<file path="src/rtl/ext_bus_master.sv">
// Multiplexed address/data external bus master: AH/AHH/AL/ALH latch phases, then a DATA strobe phase.
// Optional build macro SKIP_ADDR_HI_EN: skip the high-address phases when addr[15:8] matches the last one emitted.
module ext_bus_master #(
    parameter int WAIT_STATES = 0
) (
    input  logic        clk,
    input  logic        rst,
    input  logic        req_valid,
    output logic        req_ready,
    input  logic        req_we,
    input  logic [15:0] req_addr,
    input  logic [7:0]  req_wdata,
    output logic        rsp_valid,
    output logic [7:0]  rsp_rdata,
    output logic [7:0]  bus_out,
    input  logic [7:0]  bus_in,
    output logic        bus_dir,
    output logic        le_hi,
    output logic        le_lo,
    output logic        OEb,
    output logic        WEb
);

    typedef enum logic [2:0] {IDLE, AH, AHH, AL, ALH, DATA} state_t;

    state_t      state_q, state_d;
    logic [3:0]  wait_q, wait_d;
    logic        we_q, we_d;
    logic [15:0] addr_q, addr_d;
    logic [7:0]  wdata_q, wdata_d;
    logic        req_ready_q, req_ready_d;
    logic        rsp_valid_q, rsp_valid_d;
    logic [7:0]  rsp_rdata_q, rsp_rdata_d;
    logic [7:0]  bus_out_q, bus_out_d;
    logic        bus_dir_q, bus_dir_d;
    logic        le_hi_q, le_hi_d;
    logic        le_lo_q, le_lo_d;
    logic        oeb_q, oeb_d;
    logic        web_q, web_d;
    logic        accept;
    logic        final_data;
    logic        data_d;
`ifdef SKIP_ADDR_HI_EN
    logic [7:0]  hi_q, hi_d;
    logic        hi_vld_q, hi_vld_d;
`endif

    always_ff @(posedge clk or posedge rst) begin
        if (rst) begin
            state_q     <= IDLE;
            wait_q      <= '0;
            we_q        <= 1'b0;
            addr_q      <= '0;
            wdata_q     <= '0;
            req_ready_q <= 1'b0;
            rsp_valid_q <= 1'b0;
            rsp_rdata_q <= '0;
            bus_out_q   <= '0;
            bus_dir_q   <= 1'b1;
            le_hi_q     <= 1'b0;
            le_lo_q     <= 1'b0;
            oeb_q       <= 1'b1;
            web_q       <= 1'b1;
        end else begin
            state_q     <= state_d;
            wait_q      <= wait_d;
            we_q        <= we_d;
            addr_q      <= addr_d;
            wdata_q     <= wdata_d;
            req_ready_q <= req_ready_d;
            rsp_valid_q <= rsp_valid_d;
            rsp_rdata_q <= rsp_rdata_d;
            bus_out_q   <= bus_out_d;
            bus_dir_q   <= bus_dir_d;
            le_hi_q     <= le_hi_d;
            le_lo_q     <= le_lo_d;
            oeb_q       <= oeb_d;
            web_q       <= web_d;
        end
    end

`ifdef SKIP_ADDR_HI_EN
    always_ff @(posedge clk or posedge rst) begin
        if (rst) begin
            hi_q     <= '0;
            hi_vld_q <= 1'b0;
        end else begin
            hi_q     <= hi_d;
            hi_vld_q <= hi_vld_d;
        end
    end
`endif

    always_comb begin
        state_d     = state_q;
        wait_d      = wait_q;
        we_d        = we_q;
        addr_d      = addr_q;
        wdata_d     = wdata_q;
        rsp_valid_d = 1'b0;
        rsp_rdata_d = rsp_rdata_q;
        bus_out_d   = bus_out_q;
`ifdef SKIP_ADDR_HI_EN
        hi_d        = hi_q;
        hi_vld_d    = hi_vld_q;
`endif
        // req_ready_q is only ever high in IDLE or the last DATA cycle
        accept     = req_valid && req_ready_q;
        final_data = (state_q == DATA) && (wait_q == 4'd0);

        case (state_q)
            AH:   state_d = AHH;
            AHH:  state_d = AL;
            AL:   state_d = ALH;
            ALH: begin
                state_d = DATA;
                wait_d  = 4'(WAIT_STATES);
            end
            DATA: begin
                if (wait_q != 4'd0) wait_d = wait_q - 4'd1;
                else                state_d = IDLE;
            end
            default: state_d = IDLE;
        endcase

        if (final_data) begin
            rsp_valid_d = 1'b1;
            if (!we_q) rsp_rdata_d = bus_in;
        end

        if (accept) begin
            we_d    = req_we;
            addr_d  = req_addr;
            wdata_d = req_wdata;
            state_d = AH;
`ifdef SKIP_ADDR_HI_EN
            if (hi_vld_q && (req_addr[15:8] == hi_q)) begin
                state_d = AL;
            end else begin
                hi_d     = req_addr[15:8];
                hi_vld_d = 1'b1;
            end
`endif
        end

        // outputs are registered, so they are decoded from the state being entered
        data_d    = (state_d == DATA);
        le_hi_d   = (state_d == AH);
        le_lo_d   = (state_d == AL);
        oeb_d     = !(data_d && !we_d);
        web_d     = !(data_d && we_d);
        bus_dir_d = !((state_d inside {AH, AHH, AL, ALH}) || (data_d && we_d));
        case (state_d)
            AH:      bus_out_d = addr_d[15:8];
            AL:      bus_out_d = addr_d[7:0];
            DATA:    if (we_d) bus_out_d = wdata_d;
            default: ;
        endcase
        req_ready_d = (state_d == IDLE) || (data_d && (wait_d == 4'd0));
    end

    assign req_ready = req_ready_q;
    assign rsp_valid = rsp_valid_q;
    assign rsp_rdata = rsp_rdata_q;
    assign bus_out   = bus_out_q;
    assign bus_dir   = bus_dir_q;
    assign le_hi     = le_hi_q;
    assign le_lo     = le_lo_q;
    assign OEb       = oeb_q;
    assign WEb       = web_q;

endmodule
</file>
<file path="config.mk">
export PLATFORM = sky130hd
export DESIGN_NAME = ext_bus_master
export DESIGN_NICKNAME = d
export VERILOG_FILES = /design/src/rtl/ext_bus_master.sv
export SDC_FILE = /design/constraint.sdc
export NUM_CORES = 1
export LEC_CHECK = 0
export ABC_AREA = 1
export CAP_MARGIN = 20
export CORE_MARGIN = 8
export CORE_UTILIZATION = 49
export DETAILED_ROUTE_END_ITERATION = 10
export PLACE_DENSITY = 0.76
export SYNTH_ARGS = -nofsm -noshare
export SYNTH_HDL_FRONTEND = slang
export SYNTH_SLANG_ARGS = --single-unit
</file>
<file path="constraint.sdc">
create_clock -name clk -period 2.05 [get_ports clk]
set_input_delay 0.205 -clock clk [delete_from_list [all_inputs] [get_ports clk]]
set_output_delay 0.205 -clock clk [all_outputs]
set_load 0.1 [all_outputs]
</file>
* After elaboration in Yosys (flattened, before gate mapping) *
Index checks and enable logic that the tools add are counted.

operators by class
  equality and inequality tests = 11
  add/subtract/negate cells = 1
  mux-type cells = 11
  bitwise logic cells = 1
  reduce and logical (&&, ||, !) cells = 19

operator list
  kind                                                 number
  one-hot mux 8 bit (3 select lines)                   1
  2-to-1 mux 16 bit                                    1
  2-to-1 mux 8 bit                                     2
  one-hot mux 3 bit (5 select lines)                   1
  equality test 3 x 2 -> 1 bit, second input constant  4
  equality test 3 bit, second input constant           4
  zero test 4 bit                                      2
  one-hot mux 4 bit (2 select lines)                   1
  nonzero test 4 bit                                   2
  equality test 3 x 1 -> 1 bit, second input constant  2
  2-to-1 mux 3 bit                                     2
  logical AND 1 bit                                    5
  zero test 1 bit                                      4
  2-to-1 mux 4 bit                                     1
  AND reduction 2 bit                                  2
  subtractor 4 x 1 -> 4 bit, second input constant     1
  zero test 3 bit                                      1
  nonzero test 3 bit                                   1
  logical OR 1 bit                                     2
  2-to-1 mux 1 bit                                     2
  inequality test 2 bit, second input constant         1
  NOT 1 bit                                            1

storage, ports and cells
  input port bits = 36
  bits in registers = 55

* Longest topological paths before layout *
  depth in word-level cells = 8
  gate-level depth with buffers = 10
  mapped depth without buffers = 10

* Worst setup path after synthesis *
Ideal clock, no wire load.

  kind = flip-flop to flip-flop
  from = reg req_ready_q (netlist: req_ready)
  to = reg bus_out_q[1] (netlist: bus_out[1])
  setup slack = 142 ps
  period minus slack after synthesis = 1908 ps
  buffers on the path = 2
  stages on the path, launching flop included = 11
  data required time = 1982 ps
  data arrival time = 1840 ps
  path through = dfrtp_1 > nand2_2 > buf_6 > inv_4 > buf_4 > nand2_1 > nand2_1 > nand3_1 > nand3_1 > nand2_1 > nand2_1

between the ends
  elaborated cells between the ends (all ways) = 13

RTL lines
  item                                line  RTL
  start: declaration                  31    logic req_ready_q, req_ready_d;
  start signal: assignment            70    req_ready_q <= req_ready_d;
  logical AND 1 bit                   108   accept = req_valid && req_ready_q;
  2-to-1 mux 16 bit                   131   if (accept) begin
  via addr_d[9]                       29    logic [15:0] addr_q, addr_d;
  one-hot mux 8 bit (3 select lines)  153   case (state_d)
  end signal: assignment              73    bus_out_q <= bus_out_d;
  end: declaration                    34    logic [7:0] bus_out_q, bus_out_d;

The timed path passes the listed nets, and every way through them passes these cells. The select of a mux whose other input is x is not followed.
A chain may end at the register's enable or synchronous reset.

* Worst setup path in the final report *
  from = reg wait_q[0]
  to = reg bus_out_q[6] (netlist: bus_out[6])

between the ends
  cells in the longest elaborated chain, start to end = 7
  elaborated cells between the ends (all ways) = 11

ends and longest elaborated chain
  item                                                                                 line  RTL
  start: declaration                                                                   27    logic [3:0] wait_q, wait_d;
  start signal: assignment                                                             66    wait_q <= wait_d;
  nonzero test 4 bit (*)                                                               120   if (wait_q != 4'd0) wait_d = wait_q - 4'd1;
  2-to-1 mux 3 bit (*)                                                                 120
  one-hot mux 3 bit (5 select lines) (*)                                               111   case (state_q)
  2-to-1 mux 3 bit (*)                                                                 131
  equality test 3 bit, or another cell as far along                                    153
  inequality test 2 bit (no source line) / nonzero test 3 bit (equally long branches)  -
  AND reduction 2 bit (no source line)                                                 -

Mark *: on every way between the ends. The rest lies on a longest branch, timed or not.

==> metrics.md <==
| Metric | Value |
|---|---|
| Status | `finished, final reports clean` |
| CP endpoint kind | `flop` |
| Worst min path class | `input pin to asynchronous set/reset pin` |
| Placed insts | `between 300 and 400` |
| Minimum hold slack | `~0.20 ns` |
| Max_cap viols | `0` |
| Worst-Skew Late Latency | `around 0.31 ns` |
| Commonest non-fill, non-tap cell in the layout | `nand2_1` |
| Number of global-route vias before repair | `between 1,500 and 2,000` |
| XOR/XNOR share of the synthesized area | `0%` |
| CP max FO | `10` |
| Core Area | `between 0.004 and 0.005 mm2` |
| Final min period | `approximately 1.6 ns` |
| F_max | `approximately 630 MHz` |
| Flops & latches, synth | `55` |
| Yosys warns | `0` |
| Die Wd | `between 80 and 90 um` |
| Drt drc | `0` |
| Internal | `roughly 0.0026 W` |
| Maximum VDD drop | `about 1.0 mV` |
| Kind of critical path | `flop to flop` |
| Max-slew violation count | `0` |
| PortBufs | `a little under 60` |
| TritonRoute pass-1 iters | `5` |
| GRT Util Overall | `between 10% and 20%` |
| Mux cell area share after synthesis | `4.95%` |
| Initial Util | `51.0%` |
| LEAKAGE | `between 1.5 and 2 nW` |
| Clock slew at reported path FFs | `about 0.090 ns` |
| Dpl cell area | `about 0.003 mm2` |
| P per Cell Area | `approximately 1700 mW/mm2` |
| Tcrit/Tclk final | `between 70% and 80%` |
| GP Congestion | `0.901` |
| Num rows | `25` |
| # setup viols final | `0` |
| CTS root buffer | `clkbuf_8` |
| Max incr delay on CP | `between 0.3 and 0.4 ns` |
| Bufs on Longest Clock Path | `2` |
| Switching Share | `between 50% and 60%` |
| Adder-cell area share of the yosys netlist | `less than 1%` |
| Die area | `roughly 0.0075 mm2` |
| Initial antenna violation count | `0` |
| Count of clock tree sinks | `between 50 and 60` |
| FF/Latch Area | `roughly 0.0014 mm2` |
| Clk_skew | `roughly 0.004 ns` |
| Largest family of logic cells by synthesized area | `simple AND/OR/NAND/NOR gates` |
| Mapped Nets | `about 310` |
| Vias | `slightly below 2,000` |
| Final std cells w/o fill | `404` |
| Ports | `around 60` |
| Post-Route WL | `about 5.5 mm` |
| Most frequent cells in the layout | `139 x nand2_1, 52 x dfrtp_1, 35 x clkdlybuf4s50_1, 25 x buf_4, 23 x nand3_1` |
| Nature of the critical path startpoint | `flop` |
| Simple-gate share of the synthesized area | `31.9%` |
| Unrepaired setup endpoints after global routing | `false` |
| Final hold viol count | `0` |
| DP Wirelength | `approximately 4.2 mm` |
| Fin area | `0.00311 mm2` |
| 1st-iter DRT viols | `51` |
| Register area share after synthesis | `between 50% and 60%` |
| Synth Instances | `around 270` |
| Worst Tran Pin Value | `0.416 ns` |
| Global-route wire length before repair | `around 9.2 mm` |
| Routed len/inst | `roughly 14 um` |
| Share of cells above drive strength 1 | `around 18%` |
| Compound-Gate Fraction of Synth Area | `under 10%` |
| Synth cell types | `23` |
| Slowest-stage cell, CP | `dfrtp_1` |
| Number of fill cells | `428` |
| Mapped cell area | `between 0.002 and 0.0025 mm2` |
| Worst-path cell chain | `inv_1 -> ha_1 -> nand3_1 -> nand3_2 -> inv_2 -> nand2_4 -> nand2_4 -> inv_4 -> nand2_1 -> nand2_1` |
| DIE HEIGHT | `between 80 and 90 um` |
| Synth Area per Inst | `roughly 9 um2` |
| Sequential share of power | `32.2%` |
| Cts hold-fix bufs | `0` |
| Gates resized, CTS repair | `0` |
| # H-tree levels | `2` |
| Setup_tns | `0 ns` |
| Worst slew margin | `a little over 70%` |
| GRT overflow | `0` |
| Via/cell ratio | `4.76` |
| Antenna Nets Post-Route | `0` |
| WP data arrival | `between 1.5 and 2 ns` |
| Data required, critical path | `approximately 2.3 ns` |
| Clock network fraction of design power | `between 10% and 20%` |
| Nets | `about 370` |
| Largest net degree at the start of global routing | `38` |
| TritonCTS buffer count | `5` |
| Combinational share of power | `57.2%` |
| Area of the multi-input gates | `about 930 um2` |
| CTS tree | `built` |
| Layout area overhead | `28.2%` |
| Postcts setup bufs | `0` |
| Net switching power | `approximately 0.0029 W` |
| ANT cells | `0` |
Yosys cell counts (all sizes together):
master	instances	area, um2
or2	1	6.26
dfstp	3	78.8
a21oi	1	5.00
nand3b	1	7.51
mux2	8	120
a31oi	2	12.5
dfrtp	52	1300
inv	18	72.6
nand3	25	135
ha	1	12.5
nand4	1	12.5
o21a	1	7.51
nor2	10	45.0
buf	6	41.3
nand2	144	568
metrics by stage:
stage / worst slack, ns / total power, W / utilization, %
finish: 0.458 / 0.00542 / 65.4
global route: 0.282 / 0.00576 / 65.4
CTS: 0.427 / 0.00546 / 65.4
detailed placement: 0.255 / 0.00488 / 63.7
global placement: 0.274 / 0.00484 / 63.7
floorplan: 0.142 / 0.00420 / -
layer usage:
layer | up-vias | part of all wire [%] | GRT usage, %
met5 | - | 0 | 0
met4 | 0 | 1.8 | 6.42
met3 | 7 | 6.4 | 4.54
met2 | 59 | 49 | 26.7
met1 | 883 | 43 | 18.2
li1 | 975 | - | -
critical path, delay by kind of cell, from the launching register on:
| kind | cells | cell delay (ns) |
|---|---|---|
| flops | 1 | 0.36 |
| buf+inv | 3 | 0.33 |
| fa+ha+maj | 1 | 0.25 |
| simple gates | 6 | 0.56 |
layout make-up:
cell class,instances,area share [%]
Tap cell,67,2.70
Timing Repair Buffer,61,17.9
Clock buffer,5,2.21
Multi-Input combinational cell,195,30.0
Sequential cell,55,44.4
Inverter,18,2.33
Clock inverter,3,0.483
worst paths after layout:
path | startpoint | endpoint | slack (ns) | cells after the start
worst max-delay path | wait_q[0]$_DFF_PP0_ | bus_out[6]$_DFFE_PP0P_ | 0.46 | 10
worst min-delay path | rst | rsp_rdata[2]$_DFFE_PP0P_ | 0.20 | 2
worst max register to register | wait_q[0]$_DFF_PP0_ | bus_out[6]$_DFFE_PP0P_ | 0.46 | 10
worst min register to register | wdata_q[4]$_DFF_PP0_ | wdata_q[4]$_DFF_PP0_ | 0.49 | 2
max in group asynchronous | rst | state_q[0]$_DFF_PP0_ | 1.32 | 3
min in group clk | req_wdata[1] | wdata_q[1]$_DFF_PP0_ | 0.44 | 3
logic make-up after synthesis:
| group | Yosys count |
|---|---|
| simple gates | 182 |
| fa+ha+maj | 1 |
| buf+inv | 24 |
| mux | 8 |
| flops | 55 |
| compound gates | 4 |
power groups by stage:
stage,Combinational [W],Sequential (W),Clock (W)
2_1_floorplan,0.00109,0.00311,0
3_3_place_gp,0.00309,0.00174,0
3_5_place_dp,0.00311,0.00177,0
4_1_cts,0.00312,0.00175,0.000592
5_1_grt,0.00334,0.00179,0.000631
6_report,0.00310,0.00174,0.000577
state kept, by name, indices dropped and copies added (netlist names):
name	count
WEb	1
req_ready	1
addr_q	16
wait_q	4
bus_out	8
wdata_q	8
rsp_valid	1
we_q	1
le_lo	1
le_hi	1
state_q	3
bus_dir	1
OEb	1
rsp_rdata	8
Power figures use the tool's default switching activity.
